### config.mk
export PLATFORM = sky130hd
export DESIGN_NAME = rd_ptr_empty_flat
export DESIGN_NICKNAME = d
export VERILOG_FILES = /design/src/rtl/fifo_pkg.sv /design/src/rtl/rd_ptr_empty_if.sv /design/src/rtl/rd_ptr_empty_gray2bin.sv /design/src/rtl/rd_ptr_empty.sv /design/src/flat_wrapper.sv
export SDC_FILE = /design/constraint.sdc
export NUM_CORES = 1
export LEC_CHECK = 0
export ABC_AREA = 1
export BUFFER_PORTS_ARGS = -buffer_cell sky130_fd_sc_hd__buf_2
export CORE_UTILIZATION = 55
export DETAILED_ROUTE_END_ITERATION = 8
export PLACE_DENSITY = 0.87
export SLEW_MARGIN = 0
export SYNTH_ARGS = -nofsm -noshare
export SYNTH_HDL_FRONTEND = slang
export SYNTH_SLANG_ARGS = --single-unit
### constraint.sdc
create_clock -name c_clk -period 4.2 [get_ports c_clk]
set_input_delay 0.21 -clock c_clk [delete_from_list [all_inputs] [get_ports c_clk]]
set_output_delay 0.21 -clock c_clk [all_outputs]
set_load 0.05 [all_outputs]
### src/rtl/fifo_pkg.sv
// Shared async-FIFO helpers used by both read- and write-side pointer logic.
// Latency: n/a (pure functions and constants).
// Backpressure: n/a.
package fifo_pkg;

    // Default FIFO address width; depth is 2**FIFO_ASIZE_DEF entries.
    localparam int FIFO_ASIZE_DEF = 4;

    // Binary to reflected Gray code. Operates on a 32-bit container so one
    // function serves every pointer width; callers truncate with a size cast.
    function automatic logic [31:0] bin2gray(input logic [31:0] b);
        return (b >> 1) ^ b;
    endfunction

    // Gray to binary: each binary bit is the XOR of all Gray bits at or above it.
    function automatic logic [31:0] gray2bin(input logic [31:0] g);
        logic [31:0] b;
        b = '0;
        for (int i = 0; i < 32; i++) begin
            b[i] = ^(g >> i);
        end
        return b;
    endfunction

endpackage

### src/rtl/rd_ptr_empty_if.sv
// Read-side pointer/flag bundle between the FIFO read port and its consumer.
// Latency: n/a (wires only).
// Backpressure: rinc is only honoured while rempty is low.
interface rd_ptr_empty_if #(
    parameter int ASIZE = 4
);
    logic             rinc;
    logic [ASIZE:0]   rq2_wptr;
    logic [ASIZE-1:0] raddr;
    logic [ASIZE:0]   rptr;
    logic             rempty;
    logic             ralmost_empty;
    logic [ASIZE:0]   rcount;
    logic             rerr_underflow;

    // Consumer / stimulus side.
    modport master (
        output rinc,
        output rq2_wptr,
        input  raddr,
        input  rptr,
        input  rempty,
        input  ralmost_empty,
        input  rcount,
        input  rerr_underflow
    );

    // Read-pointer logic side.
    modport slave (
        input  rinc,
        input  rq2_wptr,
        output raddr,
        output rptr,
        output rempty,
        output ralmost_empty,
        output rcount,
        output rerr_underflow
    );
endinterface

### src/rtl/rd_ptr_empty_gray2bin.sv
// Gray-to-binary converter, combinational XOR prefix from the MSB down.
// Latency: 0 cycles (combinational).
// Backpressure: none.
module gray2bin #(
    parameter int W = 5
) (
    input  logic [W-1:0] i_gray,
    output logic [W-1:0] o_bin
);

    // Bit i of the binary value is the parity of Gray bits [W-1:i].
    for (genvar i = 0; i < W; i++) begin : g_bit
        assign o_bin[i] = ^(i_gray >> i);
    end

endmodule

### src/rtl/rd_ptr_empty.sv
// Async-FIFO read pointer: binary/Gray read pointer, empty/almost-empty, occupancy, sticky underflow.
// Latency: an accepted read at edge n is visible on raddr/rptr/flags/rcount right after edge n.
// Backpressure: rinc is ignored while rempty=1 (and flagged as underflow); no read is ever lost otherwise.
module rd_ptr_empty
    import fifo_pkg::*;
#(
    parameter int ASIZE     = FIFO_ASIZE_DEF,
    parameter int AE_THRESH = 2
) (
    input  logic           c_clk,
    input  logic           c_rst,
    rd_ptr_empty_if.slave  bus
);

    localparam int PW = ASIZE + 1;
    localparam logic [ASIZE:0] AE_LIM = PW'(AE_THRESH);

    logic [ASIZE:0] r_rbin;
    logic [ASIZE:0] r_rptr;
    logic           r_rempty;
    logic           r_ralmost_empty;
    logic [ASIZE:0] r_rcount;
    logic           r_rerr_underflow;

    logic           w_accept;
    logic           w_underflow;
    logic [ASIZE:0] w_rbin_next;
    logic [ASIZE:0] w_rgray_next;
    logic [ASIZE:0] w_wbin;
    logic [ASIZE:0] w_rcount_next;
    logic           w_rempty_next;
    logic           w_ralmost_empty_next;

    // Synchronized write pointer back to binary for the occupancy subtraction.
    gray2bin #(
        .W (PW)
    ) u_wptr_g2b (
        .i_gray (bus.rq2_wptr),
        .o_bin  (w_wbin)
    );

    // Next-state pointer, flags and count; flags are computed from the
    // post-increment pointer so they are correct on the same edge as the read.
    always_comb begin
        w_accept             = bus.rinc & ~r_rempty;
        w_underflow          = bus.rinc & r_rempty;
        w_rbin_next          = r_rbin + PW'(w_accept);
        w_rgray_next         = PW'(bin2gray(32'(w_rbin_next)));
        w_rempty_next        = (w_rgray_next == bus.rq2_wptr);
        w_rcount_next        = w_wbin - w_rbin_next;
        // Empty forces almost-empty even if a corrupted write pointer upsets the count.
        w_ralmost_empty_next = (w_rcount_next <= AE_LIM) | w_rempty_next;
    end

    // Pointer, flag and count registers; synchronous reset discards any read in flight.
    always_ff @(posedge c_clk) begin
        if (c_rst) begin
            r_rbin           <= '0;
            r_rptr           <= '0;
            r_rempty         <= 1'b1;
            r_ralmost_empty  <= 1'b1;
            r_rcount         <= '0;
            r_rerr_underflow <= 1'b0;
        end else begin
            r_rbin           <= w_rbin_next;
            r_rptr           <= w_rgray_next;
            r_rempty         <= w_rempty_next;
            r_ralmost_empty  <= w_ralmost_empty_next;
            r_rcount         <= w_rcount_next;
            r_rerr_underflow <= r_rerr_underflow | w_underflow;
        end
    end

    assign bus.raddr          = r_rbin[ASIZE-1:0];
    assign bus.rptr           = r_rptr;
    assign bus.rempty         = r_rempty;
    assign bus.ralmost_empty  = r_ralmost_empty;
    assign bus.rcount         = r_rcount;
    assign bus.rerr_underflow = r_rerr_underflow;

endmodule

### src/flat_wrapper.sv
// flat-port wrapper written by rule: the top's interface ports become plain ports
module rd_ptr_empty_flat import fifo_pkg::*;
#(
    parameter int ASIZE     = FIFO_ASIZE_DEF,
    parameter int AE_THRESH = 2
)
  (c_clk, c_rst, bus_rinc, bus_rq2_wptr, bus_raddr, bus_rptr, bus_rempty, bus_ralmost_empty, bus_rcount, bus_rerr_underflow);
  rd_ptr_empty_if #(.ASIZE(ASIZE)) bus_i ();
  input  logic c_clk;
  input  logic c_rst;
  input wire logic [$bits(bus_i.rinc)-1:0] bus_rinc;
  input wire logic [$bits(bus_i.rq2_wptr)-1:0] bus_rq2_wptr;
  output wire logic [$bits(bus_i.raddr)-1:0] bus_raddr;
  output wire logic [$bits(bus_i.rptr)-1:0] bus_rptr;
  output wire logic [$bits(bus_i.rempty)-1:0] bus_rempty;
  output wire logic [$bits(bus_i.ralmost_empty)-1:0] bus_ralmost_empty;
  output wire logic [$bits(bus_i.rcount)-1:0] bus_rcount;
  output wire logic [$bits(bus_i.rerr_underflow)-1:0] bus_rerr_underflow;
  assign bus_i.rinc = bus_rinc;
  assign bus_i.rq2_wptr = bus_rq2_wptr;
  assign bus_raddr = bus_i.raddr;
  assign bus_rptr = bus_i.rptr;
  assign bus_rempty = bus_i.rempty;
  assign bus_ralmost_empty = bus_i.ralmost_empty;
  assign bus_rcount = bus_i.rcount;
  assign bus_rerr_underflow = bus_i.rerr_underflow;
  rd_ptr_empty #(.ASIZE(ASIZE), .AE_THRESH(AE_THRESH)) u_core (.c_clk(c_clk), .c_rst(c_rst), .bus(bus_i));
endmodule
==> reports/summary.txt <==
RUN STATUS
----------------------------------------------------------------------------------------
Status                                                                      finished, final reports clean

CLOCK TREE
----------------------------------------------------------------------------------------
Number of H-tree branching levels                                                      1
Reg clk slew, reported paths                                                       80 ps
Root buf cell                                                               sky130_fd_sc_hd__clkbuf_4
Largest buffer count on any clock path                                                 2
Total CTS buffers                                                                      3
Clock latency at the later pin of the worst-skew pair                             290 ps
Hold buffers post-CTS                                                                  0
Setup Buffers After CTS                                                                0
Clock sink total                                                                      17
CTS tree                                                                             yes
Count of instances resized after the clock tree is built                               0

GLOBAL ROUTE
----------------------------------------------------------------------------------------
Met3 Usage GRT                                                                   0.02400
Global routing usage summed across all routing layers                             0.2231
Met2 usage                                                                        0.3676
Overall overflow remaining after global route                                          0
Via count of the first global-routing pass                                           776
Layer with the highest usage after global routing                                   met2
Global-route wire length before repair                                           3222 um
Pin count of the biggest net entering global routing                                  17
Met1 track demand over resource in global routing                                 0.2973
Number of antenna violations at the first check in global routing                      0

TIMING
----------------------------------------------------------------------------------------
Final setup viols                                                                      0
Worst Tran Pin Value                                                            287.9 ps
Peak clock frequency supported by timing                                       444.2 MHz
Total negative setup slack                                                          0 ps
Final slew viol count                                                                  0
Hold slack                                                                      178.9 ps
Tcrit/Tclk final                                                                  0.5360
Final Worst Setup Slack                                                          1949 ps
Unrepaired setup endpoints after global routing                                    false
Fin crit period                                                                  2251 ps
Worst slew margin relative to its limit                                           0.8081
Clk_skew                                                                        9.033 ps
Final count of hold timing violations                                                  0

LAYOUT
----------------------------------------------------------------------------------------
Final net count                                                                      193
Total area of sequential cells                                               340.3 sq um
Post-synthesis to final-layout area growth                                        16.48%
Number of antenna repair diodes                                                        0
Ratio of cells with drive above 1 in the final layout                             0.2346
Area of the multi-input gates                                                568.0 sq um
Number of fill cells in the layout                                                   159

LOGIC SYNTHESIS
----------------------------------------------------------------------------------------
Synthesized flop and latch total                                                      17
Number of synthesized flops with an enable pin                                         0
Number of distinct library cells after synthesis                                      24
Average instance area after synthesis                                        6.599 sq um
Synth Instances                                                                      153
Yosys top cell by area                                                      sky130_fd_sc_hd__dfxtp_1
Synth top area cells                                                        sky130_fd_sc_hd__dfxtp_1 34%, sky130_fd_sc_hd__nand2_1 17%, sky130_fd_sc_hd__nor2_1 8.9%
Synthesis Warnings                                                                     0
Top cell types by occurrence after synthesis                                46 x sky130_fd_sc_hd__nand2_1, 24 x sky130_fd_sc_hd__nor2_1, 21 x sky130_fd_sc_hd__inv_1
Leading register cell type out of synthesis                                 sky130_fd_sc_hd__dfxtp_1
Synthesized netlist net count                                                        166
Sequential cell area fraction in the yosys report                                 0.3371
Area fraction of the dominant cell type after synthesis                           0.3371
Async S/R FF share, synth                                                              0
Combined area of all synthesized cells                                        1010 sq um
Cell with the most instances after synthesis                                sky130_fd_sc_hd__nand2_1

POWER
----------------------------------------------------------------------------------------
Leakage component of the power                                                 0.6879 nW
Worst voltage drop across the vdd grid                                       0.0002463 V
Ratio of total power to cell area                                           340.8 nW/um^2

FLOORPLANNING
----------------------------------------------------------------------------------------
Initial Util                                                                      0.5848
Standard-cell row count                                                               15
Boundary pin count                                                                    25
Die boundary height                                                             44.85 um
Chip Width                                                                      44.85 um
Total Die Area                                                                2011 sq um
Core Area                                                                     1727 sq um

PLACE
----------------------------------------------------------------------------------------
Final GP Congestion                                                               0.8817
Detail Placement HPWL                                                            1658 um
Pre-CTS setup slack                                                              1946 ps
Number of port buffers                                                                24

SETUP PATH
----------------------------------------------------------------------------------------
Startpoint class of the critical path                                          flip-flop
Worst stage delay on the critical path                                            350 ps
Max stage delay cell, worst path                                            sky130_fd_sc_hd__dfxtp_1
Required arrival time at the worst endpoint                                      4380 ps
Critical path arrival                                                            2430 ps
Cells traversed along the worst timing path                                 nor2_1, ha_1, ha_1, inv_1, nand3_2, nand2_1, inv_1, ha_1, inv_1, or2_2, o21ai_1, nor2_1, nand2_1, nand2_1
Worst-path fanout max                                                                  4
Crit. End Element                                                              flip-flop
Category of the most critical setup path                                      reg -> reg

ROUTE
----------------------------------------------------------------------------------------
Post-route ant nets                                                                    0
Starting DRT DRC Count                                                                30
Detail-routed via count per cell                                                   4.627
Number of remaining DRC errors                                                         0
Drt total wl                                                                     1970 um
Wirelength per Cell                                                             9.657 um
Routed via count                                                                     944
Number of search-and-repair iterations in the first detailed-routing pass              4

FLOW RUN
----------------------------------------------------------------------------------------
Max-cap violations                                                                     0

HOLD PATH
----------------------------------------------------------------------------------------
Hold/Removal Path Class                                                        in -> reg

-- layout make-up --
class	count	share of cell area
Multi-Input combinational cell	110	0.4830
Sequential cell	17	0.2894
Timing Repair Buffer	24	0.1021
Inverter	24	0.07660
Tap cell	25	0.02660
Clock buffer	4	0.02234
-- flip-flops by register name, indices dropped and copies added (netlist names) --
signal,cells
u_core.bus.ralmost_empty,1
u_core.bus.rcount,5
u_core.bus.rempty,1
u_core.bus.rerr_underflow,1
u_core.bus.rptr,5
u_core.r_rbin,4
-- worst paths after layout --
check | slack [ps] | depth (start not counted) | to | start
setup / recovery | 1950 | 14 | u_core.bus.ralmost_empty$_SDFF_PP1_ | u_core.bus.rempty$_SDFF_PP1_
hold / removal | 180 | 3 | u_core.bus.rerr_underflow$_SDFF_PP0_ | bus_rinc
setup reg to reg | 1950 | 14 | u_core.bus.ralmost_empty$_SDFF_PP1_ | u_core.bus.rempty$_SDFF_PP1_
hold reg to reg | 480 | 2 | u_core.bus.rerr_underflow$_SDFF_PP0_ | u_core.bus.rerr_underflow$_SDFF_PP0_
-- where the power goes --
group          switching [W]  total (W)  internal, W
combinational      0.0000989   0.000140    0.0000408
sequential        0.00000331   0.000177     0.000174
clock              0.0000473  0.0000842    0.0000369
-- critical path: cells and delay by family, from the launching register on --
kind	cells	cell delay (ps)
buffers and inverters	3	240
AOI/OAI and AO/OA	1	70
adders and majority gates	3	810
DFF	1	350
and+or+nand+nor	7	680
-- layer usage --
| metal | up-vias | part of all wire | wire length (um) |
|---|---|---|---|
| met5 | - | 0 | 0 |
| met4 | 0 | 0.0096 | 19 |
| li1 | 513 | - | - |
| met3 | 2 | 0.030 | 59 |
| met2 | 25 | 0.46 | 910 |
| met1 | 404 | 0.50 | 980 |
-- through the flow --
| step | std cells | power (W) | utilization | cell area, sq um |
|---|---|---|---|---|
| 3_3_place_gp | 200 | 0.0003179 | 0.6659 | 1150 |
| 6_report | 204 | 0.0004008 | 0.6812 | 1176 |
| 2_1_floorplan | 153 | 0.0002924 | - | 1010 |
| 5_1_grt | 204 | 0.0004276 | 0.6812 | 1176 |
| 3_5_place_dp | 200 | 0.0003206 | 0.6659 | 1150 |
| 4_1_cts | 204 | 0.0004047 | 0.6812 | 1176 |
-- kinds of logic (layout without fill, tap and decap cells) --
logic type,count (synthesis),in the layout,share of synthesized area
simple gates,95,95,0.4114
buf+inv,26,52,0.1004
flops,17,17,0.3371
xor+xnor,6,6,0.06692
fa+ha+maj,5,5,0.06196
compound gates,4,4,0.02230
-- cells in the final DEF, fill, tap and decap left out, types with 2 or more instances in the layout --
cell type and n:
sky130_fd_sc_hd__nand2_1 46, sky130_fd_sc_hd__nor2_1 24, sky130_fd_sc_hd__buf_2 24, sky130_fd_sc_hd__inv_1 21, sky130_fd_sc_hd__dfxtp_1 17, sky130_fd_sc_hd__nand3_1 10
sky130_fd_sc_hd__nand2_2 6, sky130_fd_sc_hd__ha_1 5, sky130_fd_sc_hd__xor2_1 3, sky130_fd_sc_hd__inv_2 3, sky130_fd_sc_hd__clkbuf_4 3, sky130_fd_sc_hd__nand4_1 2
sky130_fd_sc_hd__xor2_2 2, sky130_fd_sc_hd__a21oi_1 2
No activity file was read; power rests on OpenSTA's default activity.
